### src/rtl/uart_receiver_of_verifla.sv
// 8N1 UART receive front end for the analyzer host link.
// Ports: clk, reset (async, high), rxd in; rec_dataH, rec_readyH, frame_error out.
// Optional VERIFLA_RX_MAJORITY_EN: 2-of-3 majority sampling, decisions one clock later.
module uart_receiver_of_verifla #(
  parameter int unsigned BAUD_DIVISOR = 868,
  parameter int unsigned DIV_BITS     = 16
) (
  input  logic       clk,
  input  logic       reset,
  input  logic       rxd,
  output logic [7:0] rec_dataH,
  output logic       rec_readyH,
  output logic       frame_error
);

  typedef enum logic [1:0] {
    IDLE  = 2'd0,
    START = 2'd1,
    DATA  = 2'd2,
    STOP  = 2'd3
  } state_e;

  localparam logic [DIV_BITS-1:0] LAST =
    DIV_BITS'(BAUD_DIVISOR - 1);

`ifdef VERIFLA_RX_MAJORITY_EN
  // Start decision one clock past mid-bit; the
  // data/stop points inherit that one-clock shift.
  localparam logic [DIV_BITS-1:0] START_PT =
    DIV_BITS'(BAUD_DIVISOR / 2);
`else
  localparam logic [DIV_BITS-1:0] START_PT =
    DIV_BITS'(BAUD_DIVISOR / 2 - 1);
`endif

  logic [1:0]          sync_q;
  logic                rxs;
  logic                bit_s;
  state_e              state_q, state_d;
  logic [DIV_BITS-1:0] cnt_q, cnt_d;
  logic [2:0]          idx_q, idx_d;
  logic [7:0]          shift_q, shift_d;
  logic [7:0]          data_q, data_d;
  logic                rdy_q, rdy_d;
  logic                ferr_q, ferr_d;
  logic                at_start, at_last;

  assign rxs = sync_q[1];

  always_ff @(posedge clk or posedge reset) begin
    if (reset) sync_q <= 2'b11;
    else       sync_q <= {sync_q[0], rxd};
  end

`ifdef VERIFLA_RX_MAJORITY_EN
  // hist_q holds rxs from the two previous clocks,
  // so with rxs it spans nominal-1 .. nominal+1.
  logic [1:0] hist_q;

  always_ff @(posedge clk or posedge reset) begin
    if (reset) hist_q <= 2'b11;
    else       hist_q <= {hist_q[0], rxs};
  end

  assign bit_s = (hist_q[1] & hist_q[0]) |
                 (hist_q[1] & rxs) |
                 (hist_q[0] & rxs);
`else
  assign bit_s = rxs;
`endif

  assign at_start = (cnt_q == START_PT);
  assign at_last  = (cnt_q == LAST);

  always_ff @(posedge clk or posedge reset) begin
    if (reset) state_q <= IDLE;
    else       state_q <= state_d;
  end

  always_comb begin
    state_d = state_q;
    case (state_q)
      IDLE:  if (!rxs) state_d = START;
      START: if (at_start)
               state_d = bit_s ? IDLE : DATA;
      DATA:  if (at_last && idx_q == 3'd7)
               state_d = STOP;
      STOP:  if (at_last) state_d = IDLE;
      default: state_d = IDLE;
    endcase
  end

  always_comb begin
    cnt_d   = cnt_q + DIV_BITS'(1);
    idx_d   = idx_q;
    shift_d = shift_q;
    data_d  = data_q;
    rdy_d   = rdy_q;
    ferr_d  = ferr_q;
    case (state_q)
      IDLE: cnt_d = '0;
      START: begin
        if (at_start) begin
          cnt_d = '0;
          // A high sample is a glitch: outputs untouched.
          if (!bit_s) begin
            rdy_d  = 1'b0;
            ferr_d = 1'b0;
            idx_d  = 3'd0;
          end
        end
      end
      DATA: begin
        if (at_last) begin
          cnt_d   = '0;
          shift_d = {bit_s, shift_q[7:1]};
          idx_d   = idx_q + 3'd1;
        end
      end
      STOP: begin
        if (at_last) begin
          cnt_d = '0;
          if (bit_s) begin
            data_d = shift_q;
            rdy_d  = 1'b1;
          end else begin
            ferr_d = 1'b1;
          end
        end
      end
      default: cnt_d = '0;
    endcase
  end

  always_ff @(posedge clk or posedge reset) begin
    if (reset) begin
      cnt_q   <= '0;
      idx_q   <= 3'd0;
      shift_q <= 8'h00;
      data_q  <= 8'h00;
      rdy_q   <= 1'b0;
      ferr_q  <= 1'b0;
    end else begin
      cnt_q   <= cnt_d;
      idx_q   <= idx_d;
      shift_q <= shift_d;
      data_q  <= data_d;
      rdy_q   <= rdy_d;
      ferr_q  <= ferr_d;
    end
  end

  assign rec_dataH   = data_q;
  assign rec_readyH  = rdy_q;
  assign frame_error = ferr_q;

endmodule

### config.mk
export PLATFORM = sky130hd
export DESIGN_NAME = uart_receiver_of_verifla
export DESIGN_NICKNAME = d
export VERILOG_FILES = /design/src/rtl/uart_receiver_of_verifla.sv
export SDC_FILE = /design/constraint.sdc
export NUM_CORES = 1
export LEC_CHECK = 0
export BUFFER_PORTS_ARGS = -buffer_cell sky130_fd_sc_hd__buf_2
export CORE_ASPECT_RATIO = 0.75
export CORE_MARGIN = 2
export CORE_UTILIZATION = 35
export CTS_BUF_LIST = sky130_fd_sc_hd__clkbuf_16
export CTS_CLUSTER_SIZE = 30
export DETAILED_ROUTE_END_ITERATION = 7
export GPL_TIMING_DRIVEN = 0
export PLACE_DENSITY = 0.53
export SLEW_MARGIN = 20
export SYNTH_ARGS = -nofsm -noshare
export SYNTH_HDL_FRONTEND = slang
export SYNTH_SLANG_ARGS = --single-unit
### constraint.sdc
create_clock -name clk -period 1.8 [get_ports clk]
set_input_delay 0.18 -clock clk [delete_from_list [all_inputs] [get_ports clk]]
set_output_delay 0.18 -clock clk [all_outputs]
set_load 0.1 [all_outputs]
==> results.cfg, run 1 <==
[synth]
ys_ff_latch = 41
postSynthAreaPerCell_sq_um = 11.8
synth_top_area_share_pct = 51.7
yosys.area_share.simple_pct = 18.5
synth_fp_nets = 167
synth-main-ff-cell = dfrtp_1
yosysUniqueCellTypes = 34
synth_compound_area_share_pct = 6.03
synth_edf_count = 0
yosys-mux-area-fraction_pct = 10.1
ys_seq_area_share_pct = 54.5
synth_top_family_by_area = simple AND/OR/NAND/NOR gates
yosysTopAreaCell = dfrtp_1
synth_area_leaders = dfrtp_1 52%, mux2_2 9.5%, nor2_1 3.0%
syn_area_sq_um = 1890
yosysWarnings = 0
synthAdderAreaFrac_pct = 2.65
postSynth.asyncResetShare_pct = 100
synth-xor-area-share_pct = 5.10
syn_inst = 160

[die]
die_y_um = 67.6
core-area_sq_um = 5270
die-area_sq_um = 6000
num_rows = 23
io_pins = 13
die_w_um = 88.8
start_util_pct = 35.9

[timing]
period_share_pct = 98.1
final.min_clock_period_ns = 1.77
maxSlewHeadroom_pct = 67.1
finClkSkew_ns = 0.00272
hold_violations = 0
setup_tns_ns = 0
worst_slew_pin_slew_ns = 0.496
fmax_ghz = 0.566
final_max_slew_viol_count = 0
grt_setup_unrepaired = yes
finalSetupViolations = 0

[power]
peakVddDrop_v = 0.000519
intPower_w = 0.00173
p_comb_share_pct = 1.7
p_leak_nw = 1.21
netSwitchingPower_w = 0.000369
powerDensity_nw_per_um2 = 834
total_power_w = 0.00210
p_clk_share_pct = 54.0
switching_share_pct = 17.6
seq_power_share_pct = 44.3

[grt]
grt_pass1_vias = 1321
grtUsageTotal_pct = 13.8
grt_max_degree = 22
grt_pass1_wl_mm = 6.26
antenna_found_initial = 0
globalRoute.totalOverflow = 0

[clock_tree]
cts_sinks = 41
cts_tree = built
htreeDepth = 2
cts_made_buffers = 5
cts.path.max_buffers = 2
insertion_delay_ns = 0.28
clk_pin_slew_ns = 0.06
root_buffer = clkbuf_16

[detailed_routing]
firstDrtPassIters = 4
drtAntennaViolNets = 0
routed_via_density = 5.02
wl_met1_mm = 1.97
post-route-drc-count = 0
wl_mm = 3.86
wl_met2_mm = 1.72
wl_met3_um = 106
top_layer = met4
num_vias = 1380
routedWlPerCell_um = 14.0
drtIter0Drc = 77

[final_layout]
syn2layout_area_growth_pct = 33.2
drive_above_1_share_pct = 38.0
n_antenna_cell = 0
nFillCells = 452
final_nets = 206

[min_path]
hp-class = flop to flop

[setup_path]
crit_type = flop to flop
critPathRequiredTime_ns = 1.96
ff2ff_setup_slack_ns = 0.03
critical_path.max_fanout = 5
start_kind = flop
critPathCaptureType = flop
worstPathArrival_ns = 1.93

[job]
maxCapViolations = 0

[place]
port_buffers = 12
dp_hpwl_mm = 2.42
gp_congestion = 0.802

[status]
outcome = finished, final reports clean
==> cell families after synthesis <==
| group | count (synthesis) |
|---|---|
| DFF | 41 |
| adders and majority gates | 4 |
| buffers and inverters | 12 |
| and+or+nand+nor | 58 |
| AOI/OAI and AO/OA | 17 |
| xor gates and xnor gates | 11 |
| muxes | 17 |
==> power by group through the flow <==
| stage | logic, W | clock network [W] | registers [W] |
|---|---|---|---|
| after global placement | 0.0000235 | 0 | 0.000945 |
| after global routing | 0.0000404 | 0.00120 | 0.000929 |
| after floorplan | 0.0000164 | 0 | 0.000944 |
| final | 0.0000349 | 0.00113 | 0.000929 |
| after CTS | 0.0000352 | 0.00115 | 0.000929 |
| after detailed placement | 0.0000320 | 0 | 0.000945 |
==> state kept, by name, indices dropped and copies added (netlist names), named ones only <==
signal	flops
cnt_q	16
rec_dataH	8
shift_q	8
idx_q	3
sync_q	2
frame_error	1
rec_readyH	1
state_q	1
==> worst paths after layout <==
check | end | from | depth (start not counted)
max | rec_dataH[2] | cnt_q[3] | 5
min | sync_q[1] | sync_q[0] | 0
max reg2reg | rec_dataH[2] | cnt_q[3] | 5
min reg2reg | sync_q[1] | sync_q[0] | 0
max in group asynchronous | cnt_q[4] | reset | 4
min in group asynchronous | rec_dataH[6] | reset | 3
==> metrics by stage <==
step / std cells / cell area, sq um / util [%] / hold WS (ns) / worst slack (ns)
detailed placement: 248 / 2070 / 39.3 / 0.228 / -0.189
finish: 275 / 2510 / 47.8 / 0.357 / 0.0335
floorplan: 160 / 1890 / - / 0.184 / 0.0833
global route: 275 / 2510 / 47.8 / 0.362 / -0.0565
global placement: 247 / 2040 / 38.8 / 0.285 / -0.144
CTS: 265 / 2360 / 44.8 / 0.356 / -0.00128
==> Yosys cell counts, types with 4 or more instances <==
library cell and n:
or3_1 4, dfrtp_1 39, a21oi_1 5, nand2_1 4, nand4_1 4, nand3_1 10, o21ai_0 9, xor2_1 6
ha_1 4, mux2_2 16, inv_1 7, nor2_1 15, xnor2_1 5
==> cells in the final DEF, fill, tap and decap left out, types with 2 or more instances in the layout <==
cell type / count
xnor2_1: 5
and4_1: 2
bufinv_16: 2
buf_2: 14
o21ai_0: 3
ha_1: 3
dlygate4sd3_1: 2
a21oi_1: 5
buf_4: 15
xor2_1: 6
nand2b_1: 2
dfrtp_2: 3
nand3_1: 10
and3_1: 2
inv_1: 6
o21ai_1: 6
clkbuf_16: 5
nor2_1: 15
and2_1: 2
dfrtp_1: 36
nor4bb_4: 2
nand2_1: 4
nor3_1: 3
nand4_1: 4
mux2_2: 15
nand4_4: 2
dfstp_2: 2
or3_1: 4
==> per-layer routing <==
| metal | vias up | GRT usage, % |
|---|---|---|
| met5 | - | 0 |
| met4 | 0 | 6.06 |
| met3 | 7 | 3.06 |
| met2 | 31 | 20.1 |
| met1 | 689 | 19.7 |
| li1 | 653 | - |
==> final cells by class <==
cell class	count	area, sq um	area share [%]
multi-input cells	109	915	36.4
repair buffers	30	218	8.66
clock inverters	3	65.1	2.59
inverters	7	26.3	1.04
plain buffers	5	40.0	1.59
well taps	75	93.8	3.73
clock buffers	5	125	4.98
flip-flops and latches	41	1030	41.0
==> critical path, cell delays in order (launching register included) <==
cell     delay [ns]
dfrtp_2        0.44
nor4_2         0.30
and4_4         0.29
buf_8          0.14
nand4_4        0.14
mux2_4         0.34
==> timing repair <==
item,CTS,global route
buffers inserted,6,8
hold buffers,2,0
resized for setup,3,21
pin swaps,3,6
cloned,1,2
hold endpoints to repair,19,0
setup endpoints to repair,28,39
Power figures use the tool's default switching activity.
==> run 2: changes to the inputs <==
--- a/config.mk
+++ b/config.mk
@@ -13,7 +13,7 @@
 export CTS_CLUSTER_SIZE = 30
 export DETAILED_ROUTE_END_ITERATION = 7
 export GPL_TIMING_DRIVEN = 0
-export PLACE_DENSITY = 0.53
+export PLACE_DENSITY = 0.63
 export SLEW_MARGIN = 20
 export SYNTH_ARGS = -nofsm -noshare
 export SYNTH_HDL_FRONTEND = slang
==> run 2 against run 1 <==
  * Sequential cell count stayed put
  * Via count decreased by 5.8%
  * Sequential share of layout area up 2.6 points
  * Die area unchanged
  * Clock power down 23%
  * Maximum frequency increased by 0.26%
  * Critical path type unchanged
  * Largest cell class unchanged
==> results.cfg, run 2 (synthesized netlist as in run 1, its figures left out) <==
[detailed_routing]
drtIter0Drc = 84
num_vias = 1300
post-route-drc-count = 0
drtAntennaViolNets = 0
firstDrtPassIters = 4
routedWlPerCell_um = 13.1
routed_via_density = 4.83
wl_mm = 3.53

[timing]
fmax_ghz = 0.568
final_max_slew_viol_count = 0
setup_tns_ns = 0
finClkSkew_ns = 0.00651
setup_ws_ns = 0.0381
worst_slew_pin_slew_ns = 0.490
hold_violations = 0
maxSlewHeadroom_pct = 67.6
grt_setup_unrepaired = yes
fin_hold_ws_ns = 0.355
period_share_pct = 97.9
final.min_clock_period_ns = 1.76
finalSetupViolations = 0

[final_layout]
n_antenna_cell = 0
regArea_sq_um = 1030
final_nets = 200
multiInputGateArea_sq_um = 851
drive_above_1_share_pct = 33.5
largest_register = cnt_q
largest_reg_flops = 16
syn2layout_area_growth_pct = 24.9
mostFrequentLayoutCells = 38 x dfrtp_1, 15 x buf_2, 15 x nor2_1, 15 x mux2_2, 10 x nand3_1
nFillCells = 486
final_common_cell = dfrtp_1
fin_area_sq_um = 2360

[clock_tree]
cts.path.max_buffers = 2
htreeDepth = 2
cts_made_buffers = 5
insertion_delay_ns = 0.28
root_buffer = clkbuf_16
cts_sinks = 41
clk_pin_slew_ns = 0.06
cts_tree = built

[die]
die_w_um = 88.8
num_rows = 23
core-area_sq_um = 5270
die_y_um = 67.6
io_pins = 13
die-area_sq_um = 6000
start_util_pct = 35.9

[place]
dpl-instance-area_sq_um = 2070
dp_hpwl_mm = 2.33
gp_congestion = 0.767
dp_worst_setup_slack_ns = -0.157
port_buffers = 12

[grt]
antenna_found_initial = 0
globalRoute.totalOverflow = 0
grtUsageTotal_pct = 12.4
grt_max_degree = 22
grt_pass1_wl_mm = 5.60
grt_pass1_vias = 1152

[setup_path]
crit_path_top_delay_cell = dfrtp_1
critical_path.max_stage_delay_ns = 0.35
critical_path.max_fanout = 5
crit_type = flop to flop
start_kind = flop
worstPathArrival_ns = 1.93
critPathCaptureType = flop
worst-path-buf-inv = 1
crit_chain = ha_2 > nor4bb_2 > and4_1 > buf_6 > nand4_4 > mux2_4
critPathRequiredTime_ns = 1.97
crit_family = simple AND/OR/NAND/NOR gates

[job]
maxCapViolations = 0

[min_path]
hp-class = flop to flop

[power]
powerDensity_nw_per_um2 = 779
p_leak_nw = 1.15
total_power_w = 0.00184
peakVddDrop_v = 0.000595

[status]
outcome = finished, final reports clean
## run 2: cell count changes in the layout (fill, tap and decap cells not counted), moves of 2 or more
cell	delta
o21ai_1	-6
dfrtp_2	-2
nor4bb_4	-2
dfrtp_1	+2
bufinv_16	-2
o21ai_0	+6
buf_4	-6
## run 2: stage by stage
| stage | util, % | instances |
|---|---|---|
| 2_1_floorplan | - | 160 |
| 3_5_place_dp | 39.3 | 248 |
| 3_3_place_gp | 38.8 | 247 |
| 4_1_cts | 43.4 | 262 |
| 5_1_grt | 44.8 | 269 |
| 6_report | 44.8 | 269 |
## run 2: path summary, 6_finish.rpt
check,startpoint,endpoint,slack (ns),depth (start not counted)
worst min register to register,sync_q[0],sync_q[1],0.36,0
worst max register to register,cnt_q[1],rec_dataH[4],0.04,6
max in group asynchronous,reset,cnt_q[3],0.87,4
min in group asynchronous,reset,shift_q[6],0.46,3
worst max-delay path,cnt_q[1],rec_dataH[4],0.04,6
worst min-delay path,sync_q[0],sync_q[1],0.36,0
## run 2: cell type report
cell class              count  share of cell area, %
clock inverters             3                   1.06
plain buffers               5                   1.43
multi-input cells         109                   36.1
well taps                  75                   3.98
clock buffers               5                   5.31
flip-flops and latches     41                   43.7
repair buffers             24                   7.32
inverters                   7                   1.11
## run 2: what timing repair did
item                       in CTS  in global routing
cloned                          1                  2
buffers inserted                3                  5
pin swaps                       1                  2
hold endpoints to repair       19                  0
resized for setup               2                  4
hold buffers                    2                  0
setup endpoints to repair      26                 38
## run 2: per-layer routing
metal | track usage (%) | vias to the layer above | share of wire, %
met5 | 0 | - | 0
met4 | 4.55 | 0 | 1.3
met3 | 3.30 | 4 | 4.6
met2 | 16.1 | 28 | 41
met1 | 19.2 | 631 | 53
li1 | - | 637 | -
## run 2: power by group
| group | total, W | switching, W | internal, W | leakage, nW |
|---|---|---|---|---|
| combinational | 0.0000334 | 0.0000213 | 0.0000120 | 0.529 |
| sequential | 0.000929 | 0.00000285 | 0.000926 | 0.549 |
| clock | 0.000875 | 0.000355 | 0.000520 | 0.0704 |
| total | 0.00184 | 0.000379 | 0.00146 | 1.15 |
